<file path="config.mk">
export PLATFORM = sky130hd
export DESIGN_NAME = button_press_classifier
export DESIGN_NICKNAME = d
export VERILOG_FILES = /design/src/rtl/button_press_classifier_pkg.sv /design/src/rtl/button_press_classifier.sv
export SDC_FILE = /design/constraint.sdc
export NUM_CORES = 1
export LEC_CHECK = 0
export ABC_AREA = 1
export CAP_MARGIN = 15
export CORE_UTILIZATION = 45
export DETAILED_ROUTE_END_ITERATION = 12
export GPL_ROUTABILITY_DRIVEN = 0
export PLACE_DENSITY = 0.63
export SLEW_MARGIN = 20
export SYNTH_ARGS = -nofsm -noshare
export SYNTH_HDL_FRONTEND = slang
export SYNTH_SLANG_ARGS = --single-unit
</file>
<file path="constraint.sdc">
create_clock -name i_clk -period 1.7 [get_ports i_clk]
set_clock_uncertainty 0.15 [all_clocks]
set_input_delay 0.17 -clock i_clk [delete_from_list [all_inputs] [get_ports i_clk]]
set_output_delay 0.17 -clock i_clk [all_outputs]
set_load 0.01 [all_outputs]
</file>
<file path="src/rtl/button_press_classifier_pkg.sv">
// Shared types and default 50 MHz timing for the button press classifier.
//   state_e          : classifier FSM states
//   DEF_*_CYCLES     : default long-press, double-press gap and repeat periods
//   DEF_CNT_W        : counter width that holds the largest default period - 1
package button_pkg;

  typedef enum logic [2:0] {
    IDLE      = 3'd0,
    PRESS1    = 3'd1,
    WAIT_GAP  = 3'd2,
    PRESS2    = 3'd3,
    LONG_HELD = 3'd4
  } state_e;

  localparam int unsigned DEF_LONG_CYCLES   = 50_000_000;  // 1 s
  localparam int unsigned DEF_GAP_CYCLES    = 12_500_000;  // 250 ms
  localparam int unsigned DEF_REPEAT_CYCLES = 10_000_000;  // 200 ms
  localparam int unsigned DEF_CNT_W         = 26;

endpackage

</file>
<file path="src/rtl/button_press_classifier.sv">
// Classifies a debounced, synchronous button level into one-cycle gesture
// pulses: short press, double press, long press and auto-repeat while held.
// Ports:
//   i_clk, i_rst     : clock, asynchronous active-high reset
//   i_button         : debounced button level, 1 = pressed
//   o_short_press    : single short press confirmed (gap expired)
//   o_double_press   : second press of a double press released
//   o_long_press     : hold reached LONG_CYCLES
//   o_repeat         : every REPEAT_CYCLES while held after a long press
//   o_busy           : FSM not in IDLE
module button_press_classifier
  import button_pkg::*;
#(
  parameter int unsigned LONG_CYCLES   = DEF_LONG_CYCLES,
  parameter int unsigned GAP_CYCLES    = DEF_GAP_CYCLES,
  parameter int unsigned REPEAT_CYCLES = DEF_REPEAT_CYCLES,
  parameter int unsigned CNT_W         = DEF_CNT_W
) (
  input  logic i_clk,
  input  logic i_rst,
  input  logic i_button,
  output logic o_short_press,
  output logic o_double_press,
  output logic o_long_press,
  output logic o_repeat,
  output logic o_busy
);

  localparam longint unsigned MAX_CYC =
    (LONG_CYCLES >= GAP_CYCLES)
      ? ((64'(LONG_CYCLES) >= 64'(REPEAT_CYCLES)) ? 64'(LONG_CYCLES) : 64'(REPEAT_CYCLES))
      : ((64'(GAP_CYCLES)  >= 64'(REPEAT_CYCLES)) ? 64'(GAP_CYCLES)  : 64'(REPEAT_CYCLES));

  // Parameter legality, checked at elaboration
  if (LONG_CYCLES < 2) begin : g_bad_long
    $error("LONG_CYCLES must be >= 2");
  end
  if (GAP_CYCLES < 2) begin : g_bad_gap
    $error("GAP_CYCLES must be >= 2");
  end
  if ((MAX_CYC - 64'd1) >= (64'd1 << CNT_W)) begin : g_bad_cnt_w
    $error("CNT_W too narrow for the largest period");
  end

  localparam logic [CNT_W-1:0] LONG_LAST = CNT_W'(LONG_CYCLES - 1);
  localparam logic [CNT_W-1:0] GAP_LAST  = CNT_W'(GAP_CYCLES - 1);
  localparam bit               REP_EN    = (REPEAT_CYCLES != 0);
  localparam logic [CNT_W-1:0] REP_LAST  = REP_EN ? CNT_W'(REPEAT_CYCLES - 1) : '0;

  state_e           state_q, state_d;
  logic [CNT_W-1:0] cnt_q, cnt_d;
  logic             short_d, double_d, long_d, repeat_d;

  // Next-state, counter and event decode; every state change clears the counter
  always_comb begin
    state_d  = state_q;
    cnt_d    = cnt_q;
    short_d  = 1'b0;
    double_d = 1'b0;
    long_d   = 1'b0;
    repeat_d = 1'b0;
    case (state_q)
      IDLE: begin
        if (i_button) begin
          state_d = PRESS1;
          cnt_d   = '0;
        end
      end
      PRESS1: begin
        // Release beats long-press on the same edge
        if (!i_button) begin
          state_d = WAIT_GAP;
          cnt_d   = '0;
        end else if (cnt_q == LONG_LAST) begin
          long_d  = 1'b1;
          state_d = LONG_HELD;
          cnt_d   = '0;
        end else begin
          cnt_d = cnt_q + CNT_W'(1);
        end
      end
      WAIT_GAP: begin
        // A second press beats gap expiry on the same edge
        if (i_button) begin
          state_d = PRESS2;
          cnt_d   = '0;
        end else if (cnt_q == GAP_LAST) begin
          short_d = 1'b1;
          state_d = IDLE;
          cnt_d   = '0;
        end else begin
          cnt_d = cnt_q + CNT_W'(1);
        end
      end
      PRESS2: begin
        if (!i_button) begin
          double_d = 1'b1;
          state_d  = IDLE;
          cnt_d    = '0;
        end
      end
      LONG_HELD: begin
        // With repeat disabled the counter stays parked at 0 so it never wraps
        if (!i_button) begin
          state_d = IDLE;
          cnt_d   = '0;
        end else if (REP_EN && (cnt_q == REP_LAST)) begin
          repeat_d = 1'b1;
          cnt_d    = '0;
        end else if (REP_EN) begin
          cnt_d = cnt_q + CNT_W'(1);
        end
      end
      default: begin
        state_d = IDLE;
        cnt_d   = '0;
      end
    endcase
  end

  // State, counter and registered outputs
  always_ff @(posedge i_clk or posedge i_rst) begin
    if (i_rst) begin
      state_q        <= IDLE;
      cnt_q          <= '0;
      o_short_press  <= 1'b0;
      o_double_press <= 1'b0;
      o_long_press   <= 1'b0;
      o_repeat       <= 1'b0;
      o_busy         <= 1'b0;
    end else begin
      state_q        <= state_d;
      cnt_q          <= cnt_d;
      o_short_press  <= short_d;
      o_double_press <= double_d;
      o_long_press   <= long_d;
      o_repeat       <= repeat_d;
      o_busy         <= (state_d != IDLE);
    end
  end

endmodule

</file>
==> results.json <==
{
  "switchingPower_uw": 855,
  "dr.pass1.iters": 6,
  "p_leak_uw": 0.00133,
  "cp_slowest_stage_delay_ns": 0.42,
  "drc_errors": 0,
  "critPathMostFrequentCell": "nor2_1",
  "worst_slack_ns": -0.111,
  "viasPerCell": 4.86,
  "yosysWarnings": 0,
  "num_vias": 2042,
  "fillCellCount": 413,
  "slowest_stage": "dfrtp_1",
  "syn_area_mm2": 0.00213,
  "rsz0062_at_grt": "yes",
  "power.combinational.fraction_pct": 35.2,
  "grt_overflow": 0,
  "grt_pass1_vias": 2017,
  "ant_nets": 0,
  "p_sw_share_pct": 33.5,
  "port-buffer-count": 7,
  "sequential_cell_area_um2": 851,
  "num-nets-final": 371,
  "p_seq_share_pct": 35.9,
  "h-tree-depth": 2,
  "root_buffer": "clkbuf_8",
  "tightest_slew_ns": 0.440,
  "irDropWorstVdd_mv": 0.417,
  "clk_path_buf_depth": 2,
  "cp.arrival_ns": 1.88,
  "synth.area.top_cells": "dfrtp_1 (40%), nand2_1 (15%), nor2_1 (10%), inv_1 (6.9%), xor2_1 (5.8%)",
  "hold_viol": 0,
  "avgSynthCellArea_um2": 7.08,
  "syn_inst": 301,
  "final_util_pct": 63.5,
  "path_clk_slew_ns": 0.07,
  "power_uw": 2550,
  "clk_latency_ns": 0.29,
  "yosysUniqueCellTypes": 22,
  "drt-initial-drc-count": 132,
  "die_h_um": 70.8,
  "synth_top_area_share_pct": 39.9,
  "cts_made_buffers": 5,
  "multi_input_area_mm2": 0.00114,
  "final-setup-viol-count": 26,
  "grt_usage_pct": 22.7,
  "pin_count": 8,
  "antenna_found_initial": 0,
  "start_util_pct": 47.9,
  "path_max_fanout": 7,
  "totalWireLength_um": 5150,
  "core_mm2": 0.00444,
  "synth-seq-area-share_pct": 39.9,
  "synth.largest_area_cell": "dfrtp_1",
  "worstSetupPathType": "reg2reg",
  "post-dp-hpwl_um": 3770,
  "drive_above_1_share_pct": 27.2,
  "synth.net_count": 305,
  "end_kind": "flip-flop",
  "fmax_ghz": 0.552,
  "worstSetupStartpointType": "flip-flop",
  "ctsHoldBuffers": 0,
  "synthToLayoutAreaGrowth_pct": 32.5,
  "status": "finished, violations left",
  "clkPwrFrac_pct": 28.9,
  "slew_viol_final": 0,
  "drv_cap": 0,
  "grt_first_pass_wirelength_um": 8850,
  "clock_sinks": 34,
  "max_slew_margin_pct": 70.7,
  "fp.dieArea_mm2": 0.00501,
  "ys_ff_latch": 34,
  "wl_per_cell_um": 12.3,
  "rows": 24,
  "path_cells": "nor2_1 > nand3_1 > nand2_1 > buf_4 > nor2_1 > xor2_1 > nor2_1",
  "worst_ep_required_time_ns": 1.77,
  "cts_tree": "yes",
  "reg2reg_depth": 7,
  "power_density_mw_per_mm2": 904,
  "diodes": 0,
  "fin_crit_sh_pct": 107,
  "p_int_uw": 1700,
  "grt_max_degree": 35,
  "hp-class": "in2async",
  "violations": "setup timing",
  "period_needed_ns": 1.81,
  "die_w_um": 70.8
}
routing by layer:
layer | GRT usage (%) | wire length, um | vias to the layer above
li1 | - | - | 1063
met1 | 29.7 | 2410 | 910
met2 | 37.3 | 2320 | 53
met3 | 4.84 | 281 | 16
met4 | 8.44 | 136 | 0
met5 | 0 | 0 | -
final timing paths:
kind / startpoint / end / slack [ns]
max in group asynchronous: i_rst / cnt_q[24]$_DFFE_PP0P_ / 0.97
hold reg to reg: cnt_q[16]$_DFFE_PP0P_ / cnt_q[16]$_DFFE_PP0P_ / 0.43
min in group i_clk: cnt_q[16]$_DFFE_PP0P_ / cnt_q[16]$_DFFE_PP0P_ / 0.43
setup / recovery: state_q[0]$_DFF_PP0_ / cnt_q[7]$_DFFE_PP0P_ / -0.11
setup reg to reg: state_q[0]$_DFF_PP0_ / cnt_q[7]$_DFFE_PP0P_ / -0.11
hold / removal: i_rst / state_q[0]$_DFF_PP0_ / 0.12
synth_stat cells, drive strengths merged:
master   n
ha       1
buf      4
o21bai   1
dfrtp   34
nand3   21
nand2   88
o21ai    7
o21a     1
nand3b   2
nor3    10
nand4    7
inv     39
xor2    14
nor2    72
layout make-up:
type / instances / share of cell area (%)
clock buffers: 5 / 2.44
clock inverters: 3 / 1.42
inverters: 39 / 5.19
multi-input cells: 224 / 40.2
flip-flops and latches: 34 / 30.1
well taps: 52 / 2.30
repair buffers: 63 / 18.3
critical path: cells and delay by family (launching register included):
family,cells,cell delay [ns]
flip-flops,1,0.42
buffers and inverters,1,0.24
AND/OR/NAND/NOR,5,0.79
XOR/XNOR,1,0.14
flip-flops by register name, indices dropped and copies added, names as in the netlist:
register and count:
o_double_press 1, o_short_press 1, o_long_press 1, cnt_q 26, o_busy 1, o_repeat 1
state_q 3
cells in the final DEF (no fill, tap or decap):
cell type | netlist | layout
clkinv_2 | 0 | 2
nor2_2 | 12 | 16
o21bai_1 | 1 | 1
nand3_2 | 0 | 1
nor2_4 | 2 | 4
inv_1 | 39 | 39
nand2_1 | 83 | 76
bufinv_16 | 0 | 1
o21ai_0 | 6 | 5
xor2_1 | 14 | 14
nand3b_1 | 2 | 2
nand4_1 | 7 | 7
clkdlybuf4s50_1 | 0 | 7
nor2_8 | 1 | 1
buf_4 | 0 | 54
dfrtp_1 | 34 | 34
nor2_1 | 57 | 51
clkbuf_8 | 0 | 5
o21ai_1 | 1 | 2
nand3_4 | 1 | 1
buf_12 | 1 | 2
nand3_1 | 20 | 19
nand2_2 | 5 | 12
o21a_1 | 1 | 1
nor3_1 | 10 | 10
ha_2 | 0 | 1
cells by family after synthesis:
kind of cell / count (synthesis) / synth area share (%)
adder cells (fa/ha/maj): 1 / 0.587
buffers and inverters: 43 / 9.10
flip-flops: 34 / 39.9
AO/OA/AOI/OAI: 9 / 2.35
XOR/XNOR: 14 / 5.75
AND/OR/NAND/NOR: 200 / 42.3
power groups by stage:
stage          clock network [uW]  logic [uW]  registers [uW]
6_report                      736         899             917
5_1_grt                       784         981             921
4_1_cts                       754         879             915
3_5_place_dp                    0         870             929
3_3_place_gp                    0         864             930
2_1_floorplan                   0         561             936
through the flow:
stage	instances	setup TNS (ns)	hold slack, ns	area [um^2]	worst slack (ns)
after global routing	420	-6.23	0.160	2820	-0.253
after global placement	412	-4.15	0.389	2670	-0.200
after detailed placement	412	-5.17	0.416	2670	-0.250
final	420	-2.23	0.121	2820	-0.111
after floorplan	301	-0.550	0.162	2140	-0.0325
after CTS	420	-2.41	0.136	2810	-0.116
repair_timing:
item	CTS	global route
pin swaps	2	2
endpoints found under the hold margin	0	0
setup buffers	1	0
gates resized for setup	10	6
endpoints found under the setup margin	29	28
Power figures use the tool's default switching activity.
